## src/rtl/sdram_arbit_if.sv

```systemverilog
// Bus between the SDRAM arbiter (master) and the init/refresh/write/read sub-modules (slave side).
interface sdram_arbit_if;
    localparam int unsigned CMD_W  = 4;
    localparam int unsigned ADDR_W = 12;
    localparam int unsigned BANK_W = 2;
    localparam int unsigned DQ_W   = 16;

    // sub-module requests, handshakes and command sources
    logic              flag_init_end;
    logic [CMD_W-1:0]  init_cmd;
    logic [ADDR_W-1:0] init_addr;
    logic              flag_ref_end;
    logic [CMD_W-1:0]  ref_cmd;
    logic [ADDR_W-1:0] ref_addr;
    logic              flag_wr_ask;
    logic              flag_wr_end;
    logic [CMD_W-1:0]  wr_cmd;
    logic [ADDR_W-1:0] wr_addr;
    logic [BANK_W-1:0] wr_bank;
    logic [DQ_W-1:0]   wr_dq;
    logic              flag_rd_ask;
    logic              flag_rd_end;
    logic [CMD_W-1:0]  rd_cmd;
    logic [ADDR_W-1:0] rd_addr;
    logic [BANK_W-1:0] rd_bank;

    // grants and pin-side signals
    logic              aref_en;
    logic              wr_en;
    logic              rd_en;
    logic [CMD_W-1:0]  sdram_cmd;
    logic [ADDR_W-1:0] sdram_addr;
    logic [BANK_W-1:0] sdram_bank;
    logic [DQ_W-1:0]   sdram_dq_out;
    logic              sdram_dq_oe;
    logic              ref_miss;

    modport master (
        input  flag_init_end, init_cmd, init_addr,
        input  flag_ref_end, ref_cmd, ref_addr,
        input  flag_wr_ask, flag_wr_end, wr_cmd, wr_addr, wr_bank, wr_dq,
        input  flag_rd_ask, flag_rd_end, rd_cmd, rd_addr, rd_bank,
        output aref_en, wr_en, rd_en,
        output sdram_cmd, sdram_addr, sdram_bank, sdram_dq_out, sdram_dq_oe, ref_miss
    );

    modport slave (
        output flag_init_end, init_cmd, init_addr,
        output flag_ref_end, ref_cmd, ref_addr,
        output flag_wr_ask, flag_wr_end, wr_cmd, wr_addr, wr_bank, wr_dq,
        output flag_rd_ask, flag_rd_end, rd_cmd, rd_addr, rd_bank,
        input  aref_en, wr_en, rd_en,
        input  sdram_cmd, sdram_addr, sdram_bank, sdram_dq_out, sdram_dq_oe, ref_miss
    );
endinterface

```

## src/rtl/sdram_arbit.sv

```systemverilog
// SDRAM bus scheduler: grants init/refresh/write/read in turn, owns the refresh timer, muxes pins.
module sdram_arbit #(
    parameter int unsigned REF_CYCLES = 1500,
    parameter logic [3:0]  CMD_NOP    = 4'b0111
) (
    input  logic              sclk,
    input  logic              srst_n,
    sdram_arbit_if.master     bus
);
    localparam int unsigned CNT_W  = $clog2(REF_CYCLES);
    localparam int unsigned ADDR_W = 12;
    localparam int unsigned BANK_W = 2;

    typedef enum logic [4:0] {
        S_INIT  = 5'b00001,
        S_ARBIT = 5'b00010,
        S_AREF  = 5'b00100,
        S_WRITE = 5'b01000,
        S_READ  = 5'b10000
    } state_t;

    state_t             r_state;
    state_t             w_state_nxt;
    logic [CNT_W-1:0]   r_ref_cnt;
    logic               r_ref_pend;
    logic               r_ref_miss;
    logic               r_last_wr;
    logic               w_wrap;

    logic               w_aref_en;
    logic               w_wr_en;
    logic               w_rd_en;
    logic [3:0]         w_cmd;
    logic [ADDR_W-1:0]  w_addr;
    logic [BANK_W-1:0]  w_bank;
    logic               w_dq_oe;

    assign w_wrap = (r_state != S_INIT) && (r_ref_cnt == CNT_W'(REF_CYCLES - 1));

    // State register
    always_ff @(posedge sclk) begin
        if (!srst_n) r_state <= S_INIT;
        else         r_state <= w_state_nxt;
    end

    // Next-state: refresh first, then alternate write/read on a tie
    always_comb begin
        w_state_nxt = r_state;
        case (r_state)
            S_INIT:  if (bus.flag_init_end) w_state_nxt = S_ARBIT;
            S_ARBIT: begin
                if (r_ref_pend)                              w_state_nxt = S_AREF;
                else if (bus.flag_wr_ask && bus.flag_rd_ask) w_state_nxt = r_last_wr ? S_READ : S_WRITE;
                else if (bus.flag_wr_ask)                    w_state_nxt = S_WRITE;
                else if (bus.flag_rd_ask)                    w_state_nxt = S_READ;
                else                                         w_state_nxt = S_ARBIT;
            end
            S_AREF:  if (bus.flag_ref_end) w_state_nxt = S_ARBIT;
            S_WRITE: if (bus.flag_wr_end)  w_state_nxt = S_ARBIT;
            S_READ:  if (bus.flag_rd_end)  w_state_nxt = S_ARBIT;
            default: w_state_nxt = S_INIT;
        endcase
    end

    // Remember which transfer type was granted last, for tie-breaking
    always_ff @(posedge sclk) begin
        if (!srst_n) begin
            r_last_wr <= 1'b0;
        end else if (r_state == S_ARBIT) begin
            if (w_state_nxt == S_WRITE)     r_last_wr <= 1'b1;
            else if (w_state_nxt == S_READ) r_last_wr <= 1'b0;
        end
    end

    // Refresh interval timer; a new interval beats a same-cycle refresh completion
    always_ff @(posedge sclk) begin
        if (!srst_n) begin
            r_ref_cnt  <= '0;
            r_ref_pend <= 1'b0;
            r_ref_miss <= 1'b0;
        end else begin
            if (r_state == S_INIT || w_wrap) r_ref_cnt <= '0;
            else                             r_ref_cnt <= r_ref_cnt + CNT_W'(1);

            if (w_wrap) begin
                r_ref_pend <= 1'b1;
                if (r_ref_pend) r_ref_miss <= 1'b1;
            end else if (r_state == S_AREF && bus.flag_ref_end) begin
                r_ref_pend <= 1'b0;
            end
        end
    end

    // Grants and pin mux; a pending refresh withdraws data grants to preempt the transfer
    always_comb begin
        w_aref_en = 1'b0;
        w_wr_en   = 1'b0;
        w_rd_en   = 1'b0;
        w_cmd     = CMD_NOP;
        w_addr    = '0;
        w_bank    = '0;
        w_dq_oe   = 1'b0;
        case (r_state)
            S_INIT: begin
                w_cmd  = bus.init_cmd;
                w_addr = bus.init_addr;
            end
            S_AREF: begin
                w_aref_en = 1'b1;
                w_cmd     = bus.ref_cmd;
                w_addr    = bus.ref_addr;
            end
            S_WRITE: begin
                w_wr_en = !r_ref_pend;
                w_cmd   = bus.wr_cmd;
                w_addr  = bus.wr_addr;
                w_bank  = bus.wr_bank;
                w_dq_oe = 1'b1;
            end
            S_READ: begin
                w_rd_en = !r_ref_pend;
                w_cmd   = bus.rd_cmd;
                w_addr  = bus.rd_addr;
                w_bank  = bus.rd_bank;
            end
            default: ;
        endcase
    end

    assign bus.aref_en      = w_aref_en;
    assign bus.wr_en        = w_wr_en;
    assign bus.rd_en        = w_rd_en;
    assign bus.sdram_cmd    = w_cmd;
    assign bus.sdram_addr   = w_addr;
    assign bus.sdram_bank   = w_bank;
    assign bus.sdram_dq_out = bus.wr_dq;
    assign bus.sdram_dq_oe  = w_dq_oe;
    assign bus.ref_miss     = r_ref_miss;
endmodule

```

## src/flat_wrapper.sv

```systemverilog
// flat-port wrapper written by rule: the top's interface ports become plain ports
module sdram_arbit_flat 
#(
    parameter int unsigned REF_CYCLES = 1500,
    parameter logic [3:0]  CMD_NOP    = 4'b0111
)
  (sclk, srst_n, bus_flag_init_end, bus_init_cmd, bus_init_addr, bus_flag_ref_end, bus_ref_cmd, bus_ref_addr, bus_flag_wr_ask, bus_flag_wr_end, bus_wr_cmd, bus_wr_addr, bus_wr_bank, bus_wr_dq, bus_flag_rd_ask, bus_flag_rd_end, bus_rd_cmd, bus_rd_addr, bus_rd_bank, bus_aref_en, bus_wr_en, bus_rd_en, bus_sdram_cmd, bus_sdram_addr, bus_sdram_bank, bus_sdram_dq_out, bus_sdram_dq_oe, bus_ref_miss);
  sdram_arbit_if bus_i ();
  input  logic sclk;
  input  logic srst_n;
  input wire logic [$bits(bus_i.flag_init_end)-1:0] bus_flag_init_end;
  input wire logic [$bits(bus_i.init_cmd)-1:0] bus_init_cmd;
  input wire logic [$bits(bus_i.init_addr)-1:0] bus_init_addr;
  input wire logic [$bits(bus_i.flag_ref_end)-1:0] bus_flag_ref_end;
  input wire logic [$bits(bus_i.ref_cmd)-1:0] bus_ref_cmd;
  input wire logic [$bits(bus_i.ref_addr)-1:0] bus_ref_addr;
  input wire logic [$bits(bus_i.flag_wr_ask)-1:0] bus_flag_wr_ask;
  input wire logic [$bits(bus_i.flag_wr_end)-1:0] bus_flag_wr_end;
  input wire logic [$bits(bus_i.wr_cmd)-1:0] bus_wr_cmd;
  input wire logic [$bits(bus_i.wr_addr)-1:0] bus_wr_addr;
  input wire logic [$bits(bus_i.wr_bank)-1:0] bus_wr_bank;
  input wire logic [$bits(bus_i.wr_dq)-1:0] bus_wr_dq;
  input wire logic [$bits(bus_i.flag_rd_ask)-1:0] bus_flag_rd_ask;
  input wire logic [$bits(bus_i.flag_rd_end)-1:0] bus_flag_rd_end;
  input wire logic [$bits(bus_i.rd_cmd)-1:0] bus_rd_cmd;
  input wire logic [$bits(bus_i.rd_addr)-1:0] bus_rd_addr;
  input wire logic [$bits(bus_i.rd_bank)-1:0] bus_rd_bank;
  output wire logic [$bits(bus_i.aref_en)-1:0] bus_aref_en;
  output wire logic [$bits(bus_i.wr_en)-1:0] bus_wr_en;
  output wire logic [$bits(bus_i.rd_en)-1:0] bus_rd_en;
  output wire logic [$bits(bus_i.sdram_cmd)-1:0] bus_sdram_cmd;
  output wire logic [$bits(bus_i.sdram_addr)-1:0] bus_sdram_addr;
  output wire logic [$bits(bus_i.sdram_bank)-1:0] bus_sdram_bank;
  output wire logic [$bits(bus_i.sdram_dq_out)-1:0] bus_sdram_dq_out;
  output wire logic [$bits(bus_i.sdram_dq_oe)-1:0] bus_sdram_dq_oe;
  output wire logic [$bits(bus_i.ref_miss)-1:0] bus_ref_miss;
  assign bus_i.flag_init_end = bus_flag_init_end;
  assign bus_i.init_cmd = bus_init_cmd;
  assign bus_i.init_addr = bus_init_addr;
  assign bus_i.flag_ref_end = bus_flag_ref_end;
  assign bus_i.ref_cmd = bus_ref_cmd;
  assign bus_i.ref_addr = bus_ref_addr;
  assign bus_i.flag_wr_ask = bus_flag_wr_ask;
  assign bus_i.flag_wr_end = bus_flag_wr_end;
  assign bus_i.wr_cmd = bus_wr_cmd;
  assign bus_i.wr_addr = bus_wr_addr;
  assign bus_i.wr_bank = bus_wr_bank;
  assign bus_i.wr_dq = bus_wr_dq;
  assign bus_i.flag_rd_ask = bus_flag_rd_ask;
  assign bus_i.flag_rd_end = bus_flag_rd_end;
  assign bus_i.rd_cmd = bus_rd_cmd;
  assign bus_i.rd_addr = bus_rd_addr;
  assign bus_i.rd_bank = bus_rd_bank;
  assign bus_aref_en = bus_i.aref_en;
  assign bus_wr_en = bus_i.wr_en;
  assign bus_rd_en = bus_i.rd_en;
  assign bus_sdram_cmd = bus_i.sdram_cmd;
  assign bus_sdram_addr = bus_i.sdram_addr;
  assign bus_sdram_bank = bus_i.sdram_bank;
  assign bus_sdram_dq_out = bus_i.sdram_dq_out;
  assign bus_sdram_dq_oe = bus_i.sdram_dq_oe;
  assign bus_ref_miss = bus_i.ref_miss;
  sdram_arbit #(.REF_CYCLES(REF_CYCLES), .CMD_NOP(CMD_NOP)) u_core (.sclk(sclk), .srst_n(srst_n), .bus(bus_i));
endmodule
```

## config.mk

```make
export PLATFORM = sky130hd
export DESIGN_NAME = sdram_arbit_flat
export DESIGN_NICKNAME = d
export VERILOG_FILES = /design/src/rtl/sdram_arbit_if.sv /design/src/rtl/sdram_arbit.sv /design/src/flat_wrapper.sv
export SDC_FILE = /design/constraint.sdc
export NUM_CORES = 1
export LEC_CHECK = 0
export BUFFER_PORTS_ARGS = -buffer_cell sky130_fd_sc_hd__buf_2
export CAP_MARGIN = 20
export CORE_MARGIN = 3
export CORE_UTILIZATION = 35
export CTS_BUF_LIST = sky130_fd_sc_hd__clkbuf_4 sky130_fd_sc_hd__clkbuf_8
export CTS_CLUSTER_DIAMETER = 50
export CTS_CLUSTER_SIZE = 28
export DETAILED_ROUTE_END_ITERATION = 7
export GPL_TIMING_DRIVEN = 0
export HOLD_SLACK_MARGIN = 0.03
export PLACE_DENSITY = 0.78
export SLEW_MARGIN = 30
export SYNTH_ARGS = -nofsm -noshare
export SYNTH_HDL_FRONTEND = slang
export SYNTH_SLANG_ARGS = --single-unit
export TNS_END_PERCENT = 100
```

## constraint.sdc

```tcl
create_clock -name sclk -period 1.86 [get_ports sclk]
set_clock_uncertainty 0.2 [all_clocks]
set_input_delay 0.186 -clock sclk [delete_from_list [all_inputs] [get_ports sclk]]
set_output_delay 0.186 -clock sclk [all_outputs]
set_load 0.01 [all_outputs]
```

Word-level counts from Yosys, hierarchy flattened
Index checks and enable logic that the tools add are counted.
{ "word_totals": {"register_bits": 19, "inputBits": 92, "output_inout_bits": 39, "wordCells": 47} }
{ "classes": {"n_addsub": 1, "n_eq_ne": 9, "muxes": 21, "n_bitwise": 1, "n_reduce_logical": 10} }
{ "op_table": {"columns": ["operator", "count"], "rows": [
  ["$pmux W12 S4", 1],
  ["$mux W5", 9],
  ["$pmux W5 S5", 1],
  ["$pmux W4 S4", 1],
  ["$add A11 B1 Y11 const B", 1],
  ["$eq A11 B11 Y1 const B", 1],
  ["$eq A5 B4 Y1 const B", 2],
  ["$eq A5 B5 Y1 const B", 2],
  ["$mux W1", 8],
  ["$eq A5 B1 Y1 const B", 1],
  ["$eq A5 B2 Y1 const B", 1],
  ["$eq A5 B3 Y1 const B", 1],
  ["$ne A5 B1 Y1 const B", 1],
  ["$pmux W2 S2", 1],
  ["$reduce_and A2 Y1", 2],
  ["$reduce_bool A2 Y1", 2],
  ["$logic_and A1 B1 Y1", 3],
  ["$reduce_or A2 Y1", 1],
  ["$logic_not A1 Y1", 1],
  ["$logic_or A1 B1 Y1", 1],
  ["$not A1 Y1", 1]
]} }

Depth between registers and ports, before layout
{ "depth": {"word_depth": 8, "ltp_mapped": 6} }

Least setup slack after synthesis
Ideal clock, no wire load.
{ "synth_timing": {"path_kind": "register to output", "start": "reg u_core.r_state[2]", "end": "out bus_wr_en", "arrival_ns": 1.455, "required_ns": 1.474, "setup_slack_ns": 0.019, "path_stages_with_launch": 5, "path_buffers": 1, "cell_sequence": "dfxtp_1 > or3_4 > nor3b_4 > buf_4 > nor2b_1"} }
{ "synth_via": {"elab_chain_cells": 2} }
{ "synth_rtl": {"columns": ["element", "line_no", "source"], "rows": [
  ["from (decl)", "sdram_arbit.sv:22", "state_t r_state;"],
  ["from (signal assigned)", "sdram_arbit.sv:43", "else r_state <= w_state_nxt;"],
  ["$eq A5 B4 Y1", "sdram_arbit.sv:103", "case (r_state)"],
  ["$mux W1", "sdram_arbit.sv:103", null],
  ["to (decl)", "flat_wrapper.sv:29", "output wire logic [$bits(bus_i.wr_en)-1:0] bus_wr_en;"]
]} }
No other way between the ends.

Final worst setup path
{ "layout_timing": {"start": "reg u_core.r_state[1]", "end": "out bus_sdram_addr[7]"} }
{ "layout_via": {"elab_chain_cells": 2} }
{ "layout_rtl": {"columns": ["element", "line_no", "source"], "rows": [
  ["$eq A5 B5 Y1, or another cell as far along", "sdram_arbit.sv:103", null],
  ["$pmux W12 S4 (*)", "sdram_arbit.sv:103", null],
  ["to (decl)", "flat_wrapper.sv:32", "output wire logic [$bits(bus_i.sdram_addr)-1:0] bus_sdram_addr;"]
]} }
Mark *: on every way between the ends. The rest lies on a longest branch, timed or not.

==> results_dict.tcl <==
set metrics [dict create \
    fin_nets 425 \
    final_cell_area_sq_mm 0.00263 \
    ios 131 \
    timing.fmax_ghz 0.451 \
    die_area_sq_mm 0.00488 \
    grt_pass1_vias 1927 \
    drive_gt1_share_pct 61.3 \
    root_buffer "clkbuf_8" \
    yosysWarnings 0 \
    worstRegToRegCells 6 \
    vias_per_cell 5.22 \
    cpLargestDelayFamily "simple AND/OR/NAND/NOR gates" \
    worstSkewPairLatency_ns 0.25 \
    ys_seq_area_share_pct 26.7 \
    violations "negative setup slack" \
    drc_errors 0 \
    place.gp.congestion 0.892 \
    status "finished with violations" \
    maxCapViolCount 0 \
    grt_max_degree 11 \
    clockBufferDepth 2 \
    crit_arrival_ns 1.83 \
    cts.sink_count 19 \
    synth_cells 182 \
    num_rows 22 \
    cts_tree "yes" \
    grt-ovfl-total 0 \
    cp_max_fo 5 \
    fin_crit_sh_pct 119 \
    multi_input_area_sq_um 963 \
    finalHoldViolations 0 \
    finalPower_w 0.00143 \
    seqCellArea_sq_um 399 \
    worst_pin_slew_ns 0.350 \
    routedWlPerCell_microns 16.0 \
    post-route-min-period_ns 2.22 \
    synth_cell_types 37 \
    power_density_mw_per_mm2 542 \
    antenna_found_initial 0 \
    grt_pass1_wl_microns 8980 \
    port_buffers 114 \
    critPathSlowestCell "or3_4" \
    crit_path_end_kind "output pin" \
    ant_nets 0 \
    grt_setup_unrepaired "yes" \
    syn_to_final_growth_pct 84.5 \
    numCtsBuffers 3 \
    placed_area_sq_mm 0.00206 \
    dr.pass1.iters 6 \
    p_leak_nw 1.28 \
    setup_slack_ns -0.360 \
    hpwlAfterDp_microns 3870 \
    critPathBufInv 3 \
    cts_max_level 1 \
    antenna-diode-count 0 \
    slew-limit-headroom_pct 76.5 \
    die_w_microns 69.8 \
    path_clk_slew_ns 0.06 \
    via_count 1978 \
    crit_cells 7 \
    maxSlewViolCount 0 \
    initial_utilization_pct 37.5 \
    hp-class "input port to register" \
    final_core_util_pct 69.3 \
    crit_type "register to output pin" \
    cp_slowest_stage_delay_ns 0.40 \
    ir_worst_vdd_mv 0.441 \
    grtUsageTotal_pct 22.1 \
    setup_viol 22 \
    fill_cells 280 \
    synth-seq-cells 19 \
    path_cells "or3_4, nor3b_4, buf_4, buf_6, a22oi_2, nand2_1, buf_2" \
    final.setup.tns_ns -6.23 \
    crit_required_ns 1.47 \
    core_sq_mm 0.00380 \
    first_iter_violations 106 \
    syn_nets 275 \
    syn_area_sq_mm 0.00143 \
    min_path_cells 3 \
    critPathLaunchType "register" \
    die_h_microns 69.8 \
    syn_avg_cell_area_sq_um 7.84 \
    totalWireLength_microns 6070 \
]
-- state kept, by name, indices dropped and copies added (netlist names) --
| register | count |
|---|---|
| u_core.bus.ref_miss | 1 |
| u_core.r_last_wr | 1 |
| u_core.r_ref_cnt | 11 |
| u_core.r_ref_pend | 1 |
| u_core.r_state | 5 |
-- synth_stat cells, drive strengths merged --
| library cell | count | area share, % |
|---|---|---|
| a22oi | 33 | 17 |
| buf | 25 | 12 |
| nand2 | 22 | 5.8 |
| nor2 | 20 | 5.3 |
| dfxtp | 19 | 27 |
| inv | 8 | 2.1 |
| nand3 | 7 | 2.5 |
| xnor2 | 7 | 4.3 |
| nor3 | 4 | 1.4 |
| nand3b | 3 | 1.6 |
| o21ai | 3 | 1.1 |
| xor2 | 3 | 1.8 |
| a22o | 2 | 1.2 |
| a32oi | 2 | 1.2 |
| and3b | 2 | 1.2 |
| nor2b | 2 | 0.88 |
| nor3b | 2 | 2.2 |
| nor4 | 2 | 1.9 |
| o31ai | 2 | 1.1 |
| a21boi | 1 | 0.53 |
| a21o | 1 | 0.53 |
| a21oi | 1 | 0.35 |
| a2bb2oi | 1 | 0.61 |
| a311oi | 1 | 0.61 |
| a31oi | 1 | 0.44 |
| ha | 1 | 0.88 |
| nand2b | 1 | 0.44 |
| o211a | 1 | 0.70 |
| o21a | 1 | 0.53 |
| or3 | 1 | 0.79 |
| or3b | 1 | 0.61 |
| or4 | 1 | 0.53 |
| or4b | 1 | 0.70 |
-- per-layer routing --
| layer | vias up | part of all wire (%) | global-route usage [%] |
|---|---|---|---|
| met5 | - | 0 | 0 |
| met4 | 0 | 2.5 | 8.09 |
| met3 | 20 | 8.2 | 5.07 |
| met2 | 116 | 53 | 41.8 |
| met1 | 901 | 36 | 23.6 |
| li1 | 941 | - | - |
-- cells in the final DEF (no fill, tap or decap), types with 2 or more instances in the layout --
cell,n
a22o_1,2
a22oi_1,24
a22oi_2,9
a32oi_1,2
and3b_2,2
buf_2,108
buf_4,35
buf_6,21
clkbuf_8,3
dfxtp_1,12
dfxtp_2,3
dfxtp_4,4
dlygate4sd3_1,3
inv_1,8
nand2_1,22
nand3_1,3
nand3_2,4
nand3b_1,3
nor2_1,20
nor2b_1,2
nor3_1,3
nor3b_4,2
o21ai_0,3
xnor2_1,7
xor2_1,3
-- tightest hold or removal path, cell delays in order --
cell     delay [ns]
buf_2          0.08
o21ai_0        0.06
a31oi_1        0.12
-- through the flow --
step	hold slack, ns	std cells	setup WS, ns
final	0.0439	379	-0.360
after global routing	0.0398	379	-0.443
after CTS	0.0400	368	-0.307
after detailed placement	0.242	344	-0.250
after global placement	0.230	344	-0.245
after floorplan	0.0981	182	0.0188
-- cell type report --
cell class                 count  share of cell area (%)
buffer                        25                    8.56
tap                           48                    2.28
sequential                    19                    15.2
timing repair buffer         145                    34.4
inverter                       8                    1.14
clock buffer                   4                    1.85
multi-input combinational    130                    36.6
-- worst paths after layout --
| check | start | slack, ns | endpoint |
|---|---|---|---|
| max reg2reg | u_core.r_state[1]$_SDFF_PN0_ | 0.01 | u_core.r_state[0]$_SDFF_PN1_ |
| max | u_core.r_state[1]$_SDFF_PN0_ | -0.36 | bus_sdram_addr[7] |
| min reg2reg | u_core.bus.ref_miss$_SDFFE_PN0P_ | 0.25 | u_core.bus.ref_miss$_SDFFE_PN0P_ |
| min | bus_flag_wr_end | 0.04 | u_core.r_state[1]$_SDFF_PN0_ |
-- power breakdown --
group / switching (W) / total [W] / leakage, nW / internal [W]
clock: 0.000122 / 0.000288 / 0.0262 / 0.000166
sequential: 0.0000205 / 0.000446 / 0.157 / 0.000425
combinational: 0.000320 / 0.000692 / 1.10 / 0.000372
total: 0.000462 / 0.00143 / 1.28 / 0.000964
-- kinds of logic after synthesis --
family,count (synthesis),synth area share [%]
fa+ha+maj,1,0.877
buf+inv,33,14.3
flops,19,26.7
simple gates,69,25.8
compound gates,50,26.2
xor+xnor,10,6.14
-- repair_timing --
action / CTS / global route
cloned: 3 / 2
endpoints found under the hold margin: 4 / 0
pin swaps: 12 / 10
gates resized for setup: 53 / 17
endpoints found under the setup margin: 32 / 37
setup buffers: 14 / 10
hold buffers: 3 / 0
Note: power is estimated with default switching activity, not from simulation.
